`config.mk`:
```
export PLATFORM = sky130hd
export DESIGN_NAME = sfr_rd_word_packer
export DESIGN_NICKNAME = d
export VERILOG_FILES = /design/src/rtl/sfr_rd_word_packer.sv
export SDC_FILE = /design/constraint.sdc
export NUM_CORES = 1
export LEC_CHECK = 0
export BUFFER_PORTS_ARGS = -buffer_cell sky130_fd_sc_hd__buf_2
export CORE_MARGIN = 1.5
export CORE_UTILIZATION = 55
export DETAILED_ROUTE_END_ITERATION = 10
export HOLD_SLACK_MARGIN = 0.06
export PLACE_DENSITY = 0.81
export SYNTH_ARGS = -nofsm -noshare
export SYNTH_HDL_FRONTEND = slang
export SYNTH_SLANG_ARGS = --single-unit
export TNS_END_PERCENT = 50
```
`constraint.sdc`:
```
create_clock -name CLK_25M_CKMNG_MAIN_PLD -period 4.5 [get_ports CLK_25M_CKMNG_MAIN_PLD]
set_input_delay 0.9 -clock CLK_25M_CKMNG_MAIN_PLD [delete_from_list [all_inputs] [get_ports CLK_25M_CKMNG_MAIN_PLD]]
set_output_delay 0.9 -clock CLK_25M_CKMNG_MAIN_PLD [all_outputs]
set_load 0.01 [all_outputs]
```
`src/rtl/sfr_rd_word_packer.sv`:
```
// sfr_rd_word_packer: drains the byte-wide flash read FIFO into 32-bit valid/ready words
// while keeping a session CRC-32 and byte count.
module sfr_rd_word_packer #(
  parameter int CNT_W      = 32,
  parameter bit BIG_ENDIAN = 1'b0
) (
  input  logic             CLK_25M_CKMNG_MAIN_PLD,
  input  logic             PWRGD_P1V2_MAX10_AUX_PLD_R,
  input  logic             session_start,
  input  logic             rd_completed,
  input  logic             fifo_empty,
  input  logic [7:0]       fifo_q,
  output logic             fifo_rdreq,
  output logic [31:0]      word_data,
  output logic [2:0]       word_bytes,
  output logic             word_valid,
  input  logic             word_ready,
  output logic [CNT_W-1:0] byte_count,
  output logic [31:0]      crc_out,
  output logic             crc_valid,
  output logic             rd_done
);
  typedef enum logic [2:0] {IDLE, POP, CAPT, PUSH, FLUSH, DONE} state_t;
  state_t r_state, w_next;
  logic [31:0] r_word, r_crc;
  logic [2:0] r_lane;
  logic [CNT_W-1:0] r_cnt;
  logic r_crc_valid;
  logic [1:0] w_pos;
  function automatic logic [31:0] crc_byte(input logic [31:0] c, input logic [7:0] d);
    logic [31:0] r;
    r = c ^ {24'd0, d};
    for (int i = 0; i < 8; i++) r = r[0] ? (r >> 1) ^ 32'hEDB88320 : r >> 1;
    return r;
  endfunction
  always_comb begin
    w_next = r_state;
    case (r_state)
      POP:     w_next = !fifo_empty ? CAPT : rd_completed ? (r_lane != 3'd0 ? FLUSH : DONE) : POP;
      CAPT:    w_next = r_lane == 3'd3 ? PUSH : POP;
      PUSH:    w_next = word_ready ? POP : PUSH;
      FLUSH:   w_next = word_ready ? DONE : FLUSH;
      DONE:    w_next = IDLE;
      default: w_next = IDLE;
    endcase
    if (session_start) w_next = POP;
  end
  always_ff @(posedge CLK_25M_CKMNG_MAIN_PLD) begin
    if (PWRGD_P1V2_MAX10_AUX_PLD_R) r_state <= IDLE;
    else r_state <= w_next;
  end
  // First byte lands in the low lane for little-endian, the high lane for big-endian
  assign w_pos = BIG_ENDIAN ? 2'd3 - r_lane[1:0] : r_lane[1:0];
  always_ff @(posedge CLK_25M_CKMNG_MAIN_PLD) begin
    if (PWRGD_P1V2_MAX10_AUX_PLD_R || session_start) begin
      r_word      <= '0;
      r_crc       <= 32'hFFFFFFFF;
      r_lane      <= 3'd0;
      r_cnt       <= '0;
      r_crc_valid <= 1'b0;
    end else begin
      if (r_state == CAPT) begin
        r_word[{w_pos, 3'b000} +: 8] <= fifo_q;
        r_crc  <= crc_byte(r_crc, fifo_q);
        r_cnt  <= r_cnt + CNT_W'(1);
        r_lane <= r_lane + 3'd1;
      end
      if (r_state == PUSH && word_ready) begin
        r_word <= '0;
        r_lane <= 3'd0;
      end
      if (w_next == DONE) r_crc_valid <= 1'b1;
    end
  end
  // A session_start in POP must not pop a byte the restarted session would never see
  assign fifo_rdreq = r_state == POP && !fifo_empty && !session_start;
  assign word_valid = r_state == PUSH || r_state == FLUSH;
  assign word_data  = word_valid ? r_word : '0;
  assign word_bytes = r_state == PUSH ? 3'd4 : r_state == FLUSH ? r_lane : 3'd0;
  assign byte_count = r_cnt;
  assign crc_out    = r_crc ^ 32'hFFFFFFFF;
  assign crc_valid  = r_crc_valid;
  assign rd_done    = r_state == DONE;
endmodule

```
==> flow_metrics.py, run 1 <==
metrics = {
    "layout": {
        "syn2layout_area_growth_pct": 16.1,
        "fill_cells": 785,
        "final_common_cell": "buf_2",
        "multiInputGateArea_sq_um": 2850,
        "final_cell_area_sq_um": 6010,
        "finalNetCount": 738,
        "most-common-layout-cells": "buf_2 (116), dfxtp_1 (103), nand2_1 (85)",
        "drive_gt1_frac": 0.206,
        "final-seq-area_sq_um": 2060,
        "diodes": 0,
    },
    "clock_tree": {
        "path_clk_slew_ns": 0.12,
        "cts.htree.levels": 3,
        "cts_tree": "yes",
        "cts_resized": 0,
        "cts_setup_buffers": 0,
        "cts_buffers": 9,
        "cts_hold_buf": 0,
        "cts.sinks": 103,
        "cts_max_path_buffers": 2,
        "worstSkewPairLatency_ns": 0.37,
        "root_buffer": "clkbuf_8",
    },
    "synthesis": {
        "yosysTopAreaCell": "dfxtp_1",
        "netlist.area_leader.share": 0.399,
        "syn_area_per_cell_sq_um": 8.34,
        "ys_ff_latch": 103,
        "synth_compound_area_frac": 0.0977,
        "ys_warn_count": 0,
        "synth_simple_gate_area_frac": 0.249,
        "muxShareOfSynthArea": 0,
        "ys_top_cells_by_area": "dfxtp_1 (40%), xnor2_1 (14%), nand2_1 (6.2%), and2_1 (4.6%), o211ai_1 (4.5%)",
        "synth_nets": 640,
        "synth_top_family_by_area": "simple AND/OR/NAND/NOR gates",
        "synth_xor_area_frac": 0.187,
        "yosys.area_share.adder": 0.0145,
        "synthCells": 620,
        "yosys.cell_types.count": 40,
        "syn_area_sq_um": 5170,
        "yosysSeqAreaShare": 0.399,
    },
    "timing": {
        "skew_ns": 0.0178,
        "max_freq_mhz": 316,
        "hold_viol": 0,
        "worstMarginPinSlew_ns": 0.972,
        "min_period_over_period": 0.702,
        "finalCriticalPeriod_ns": 3.16,
        "grt_setup_unrepaired": "false",
        "slew_headroom": 0.347,
        "setup_viol_count_final": 0,
        "report.final.slew_viol_count": 0,
        "tns_ns": 0,
    },
    "power_and_ir_drop": {
        "p_total_uw": 1740,
        "p_leak_uw": 0.00278,
        "p_per_area_nw_per_um2": 289,
        "peakVddDrop_uv": 185,
    },
    "grt": {
        "antenna_found_initial": 0,
        "grtUsageMet2": 0.384,
        "grt_max_degree": 70,
        "grt_pass1_vias": 4062,
        "grt_pass1_wl_um": 19400,
        "grt.busiest_layer": "met2",
        "use_met3": 0.0341,
        "track_usage": 0.242,
        "grtUsageMet1": 0.334,
        "grt.overflow.total": 0,
    },
    "worst_setup_path": {
        "cp.arrival_ns": 2.26,
        "reg2reg_from": "r_state[1]",
        "cp-startpoint": "r_state[0]",
        "crit_required_ns": 3.60,
        "end_kind": "output port",
        "crit_type": "reg2out",
        "worstPathMaxFanout": 33,
        "start_kind": "register",
    },
    "detailed_routing": {
        "drc": 0,
        "via_per_inst": 5.47,
        "drt_iter0_markers": 172,
        "via_count": 4563,
        "routedWlPerCell_um": 14.6,
        "ant_nets": 0,
        "routed_wl_um": 12200,
        "drt_pass1_iterations": 5,
    },
    "run": {
        "max-cap-violations": 0,
    },
    "min_path": {
        "hold_start": "r_word[11]",
        "min-delay-path-class": "reg2reg",
    },
    "die": {
        "num_io_pins": 117,
        "start_util": 0.563,
        "rows": 35,
        "fp.dieH_um": 100,
        "core_sq_um": 9200,
        "dieArea_sq_um": 10000,
        "die_x_um": 100,
    },
    "place": {
        "dpl_cell_area_sq_um": 5790,
        "gp_congestion": 0.883,
        "dp_hpwl_um": 8780,
        "port_buffers": 116,
    },
    "run_status": {
        "outcome": "complete, no violations",
    },
}
==> cell type report <==
| type | count | share of cell area |
|---|---|---|
| sequential | 103 | 0.343 |
| multi-input combinational | 446 | 0.474 |
| clock buffer | 9 | 0.0206 |
| clock inverter | 7 | 0.0140 |
| tap | 111 | 0.0231 |
| inverter | 39 | 0.0244 |
| timing repair buffer | 119 | 0.100 |
==> where the power goes <==
group	leakage (uW)	total (uW)	internal (uW)	switching (uW)
Combinational	0.00185	194	82.3	112
Sequential	0.000831	920	915	5.08
Clock	0.000103	623	270	353
==> through the flow <==
stage	std cells	utilization	hold WS, ns	setup slack [ns]
6_report	834	0.653	0.455	1.34
5_1_grt	834	0.653	0.478	1.18
4_1_cts	834	0.652	0.454	1.33
3_5_place_dp	818	0.630	0.439	1.65
3_3_place_gp	818	0.630	0.434	1.74
2_1_floorplan	620	-	0.427	2.15
==> critical path, stage by stage (launching register included) <==
cell and delay (ns):
dfxtp_1 0.51, nor2b_1 0.28, a22o_1 0.71, and2_1 0.24, buf_2 0.13
==> kinds of logic (layout without fill, tap and decap cells) <==
logic type / after synthesis / count (layout)
AOI/OAI and AO/OA: 81 / 81
xor gates and xnor gates: 101 / 101
buffers and inverters: 71 / 174
DFF: 103 / 103
and+or+nand+nor: 258 / 258
adders and majority gates: 6 / 6
==> registers in the layout (all words and copies together) (netlist names) <==
register	count
r_crc	32
byte_count	32
r_lane	3
crc_valid	1
r_state	3
r_word	32
==> routing by layer <==
layer  vias up  routed length (um)
met1      2155                5680
met4         0                 272
li1       2245                   -
met2       141                5610
met5         -                   0
met3        22                 643
==> cell usage after synthesis (all sizes together) <==
cell and count:
or3 3, nor2b 2, nand3 38, a22o 1, and4bb 1, inv 39, xnor2 84, a31oi 2
o21a 1, or3b 1, nor4 10, and2 38, nand4 12, a2111oi 1, nor2 39, clkbuf 28
xor3 1, or2 2, o21ai 4, and3 6, o211ai 31, nor3 8, dfxtp 103, a32o 1
nor3b 4, a21oi 38, nand2 86, and4 5, buf 4, ha 6, xor2 16, a211oi 2
nand2b 3
==> worst paths after layout <==
check	slack, ns	to	depth (start not counted)
setup / recovery	1.34	word_data[10]	4
hold reg to reg	0.45	r_word[11]	2
hold / removal	0.45	r_word[11]	2
setup reg to reg	1.84	byte_count[31]	6
No activity file was read; power rests on OpenSTA's default activity.
==> inputs of run 2 (changes only) <==
CORE_UTILIZATION = 54   (was 55)
PLACE_DENSITY = 0.8   (was 0.81)
clock period = 3.2 ns   (was 4.5 ns; I/O delays follow)
==> run 2 against run 1 <==
  * Die area is 1.8% higher
  * Non-clock buffer count is 2 higher
  * Flip-flop and latch count stayed put
  * Sequential power is 40% higher
  * Cell area is 0.56% higher
  * Combinational power is 42% higher
  * Cell count is 2.4% higher
  * Via count stayed put
  * Clock skew is 0.0023 ns higher
  * Wire length is 1.9% higher
  * Clock power is 42% higher
  * Largest cell class unchanged
  * Largest power group unchanged
==> flow_metrics.py, run 2 (synthesis gave the netlist of run 1 again) <==
metrics = {
    "run_status": {
        "outcome": "complete, no violations",
    },
    "timing": {
        "finalCriticalPeriod_ns": 2.84,
        "holdWs_ns": 0.452,
        "slew_headroom": 0.399,
        "report.final.slew_viol_count": 0,
        "grt_setup_unrepaired": "false",
        "max_freq_mhz": 352,
        "tns_ns": 0,
        "min_period_over_period": 0.888,
        "setup_viol_count_final": 0,
        "hold_viol": 0,
        "worstMarginPinSlew_ns": 0.899,
        "skew_ns": 0.0201,
    },
    "grt": {
        "grt_max_degree": 68,
        "grt_pass1_wl_um": 19800,
        "antenna_found_initial": 0,
        "grt.overflow.total": 0,
        "track_usage": 0.248,
        "grt_pass1_vias": 4013,
    },
    "worst_setup_path": {
        "reg2reg_from": "r_state[1]",
        "end_kind": "output port",
        "crit_required_ns": 2.56,
        "start_kind": "register",
        "crit_type": "reg2out",
        "r2r_end": "byte_count[31]",
        "r2r_slack_ns": 0.87,
        "r2r_cells": 5,
        "worstPathMaxFanout": 33,
        "cp.arrival_ns": 2.20,
    },
    "clock_tree": {
        "worstSkewPairLatency_ns": 0.39,
        "root_buffer": "clkbuf_8",
        "path_clk_slew_ns": 0.10,
        "cts.htree.levels": 3,
        "cts_setup_buffers": 0,
        "cts_hold_buf": 0,
        "cts_buffers": 9,
        "cts_max_path_buffers": 2,
        "cts_resized": 0,
        "cts_tree": "yes",
        "cts.sinks": 103,
    },
    "layout": {
        "most-common-layout-cells": "buf_2 (116), dfxtp_1 (103), nand2_1 (85)",
        "diodes": 0,
        "final_common_cell": "buf_2",
        "finalNetCount": 740,
        "drive_gt1_frac": 0.208,
        "syn2layout_area_growth_pct": 16.8,
    },
    "detailed_routing": {
        "drt_pass1_iterations": 4,
        "drt_iter0_markers": 275,
        "routed_wl_um": 12400,
        "ant_nets": 0,
        "routedWlPerCell_um": 14.6,
        "via_per_inst": 5.34,
        "via_count": 4563,
        "drc": 0,
    },
    "place": {
        "dp_hpwl_um": 8940,
        "gp_congestion": 0.840,
        "port_buffers": 116,
    },
    "run": {
        "max-cap-violations": 0,
    },
    "die": {
        "rows": 35,
        "core_sq_um": 9280,
        "dieArea_sq_um": 10200,
        "die_x_um": 101,
        "fp.dieH_um": 101,
        "num_io_pins": 117,
        "start_util": 0.557,
    },
    "power_and_ir_drop": {
        "p_leak_uw": 0.00280,
        "peakVddDrop_uv": 235,
        "p_per_area_nw_per_um2": 406,
    },
    "min_path": {
        "min-delay-path-class": "reg2reg",
        "hold_start": "r_word[30]",
        "hold_depth": 2,
        "whs_endpoint": "r_word[30]",
    },
}
-- run 2: cell types whose count changed in the layout (fill, tap and decap cells not counted), sizes merged --
cell,change
buf,+2
clkinvlp,-1
clkinv,+2
inv,-1
-- run 2: layout make-up --
class	count	area (sq um)
Clock buffer	9	124
Timing Repair Buffer	121	618
Inverter	39	146
Fill cell	775	3240
Sequential cell	103	2060
Multi-Input combinational cell	446	2840
Clock inverter	7	87.6
Tap cell	129	161
-- run 2: worst max path at each step --
stage          startpoint            end  cells past startpoint
6_report       r_state[0]  word_data[15]                      4
5_1_grt        r_state[0]   word_data[9]                      4
4_1_cts        r_state[0]  word_data[15]                      4
3_5_place_dp    fifo_q[1]       r_crc[5]                      6
3_3_place_gp    fifo_q[1]      r_crc[15]                      6
2_1_floorplan   fifo_q[2]      r_crc[19]                      5
-- run 2: power breakdown --
group          switching, uW  internal, uW
combinational            158           117
clock                    501           382
sequential              7.23          1290
-- run 2: stage by stage --
stage | total power, uW | std cells | instance area [sq um] | worst slack, ns | util
floorplan | 1530 | 620 | 5170 | 1.11 | -
global placement | 1590 | 838 | 5830 | 0.776 | 0.628
detailed placement | 1590 | 838 | 5830 | 0.719 | 0.628
CTS | 2460 | 854 | 6040 | 0.310 | 0.651
global route | 2540 | 854 | 6040 | 0.146 | 0.651
finish | 2450 | 854 | 6040 | 0.360 | 0.651
-- run 2: critical path: stages (launching register included) --
cell and delay [ns]:
dfxtp_1 0.51, nor2b_1 0.28, a22o_1 0.67, and2_1 0.23, buf_2 0.13
-- run 2: metal layers --
metal  up-vias  part of all wire  track usage
met5         -                 0            0
met4         0             0.026        0.108
met3        31             0.071       0.0409
met2       176              0.46        0.386
met1      2098              0.44        0.340
li1       2258                 -            -
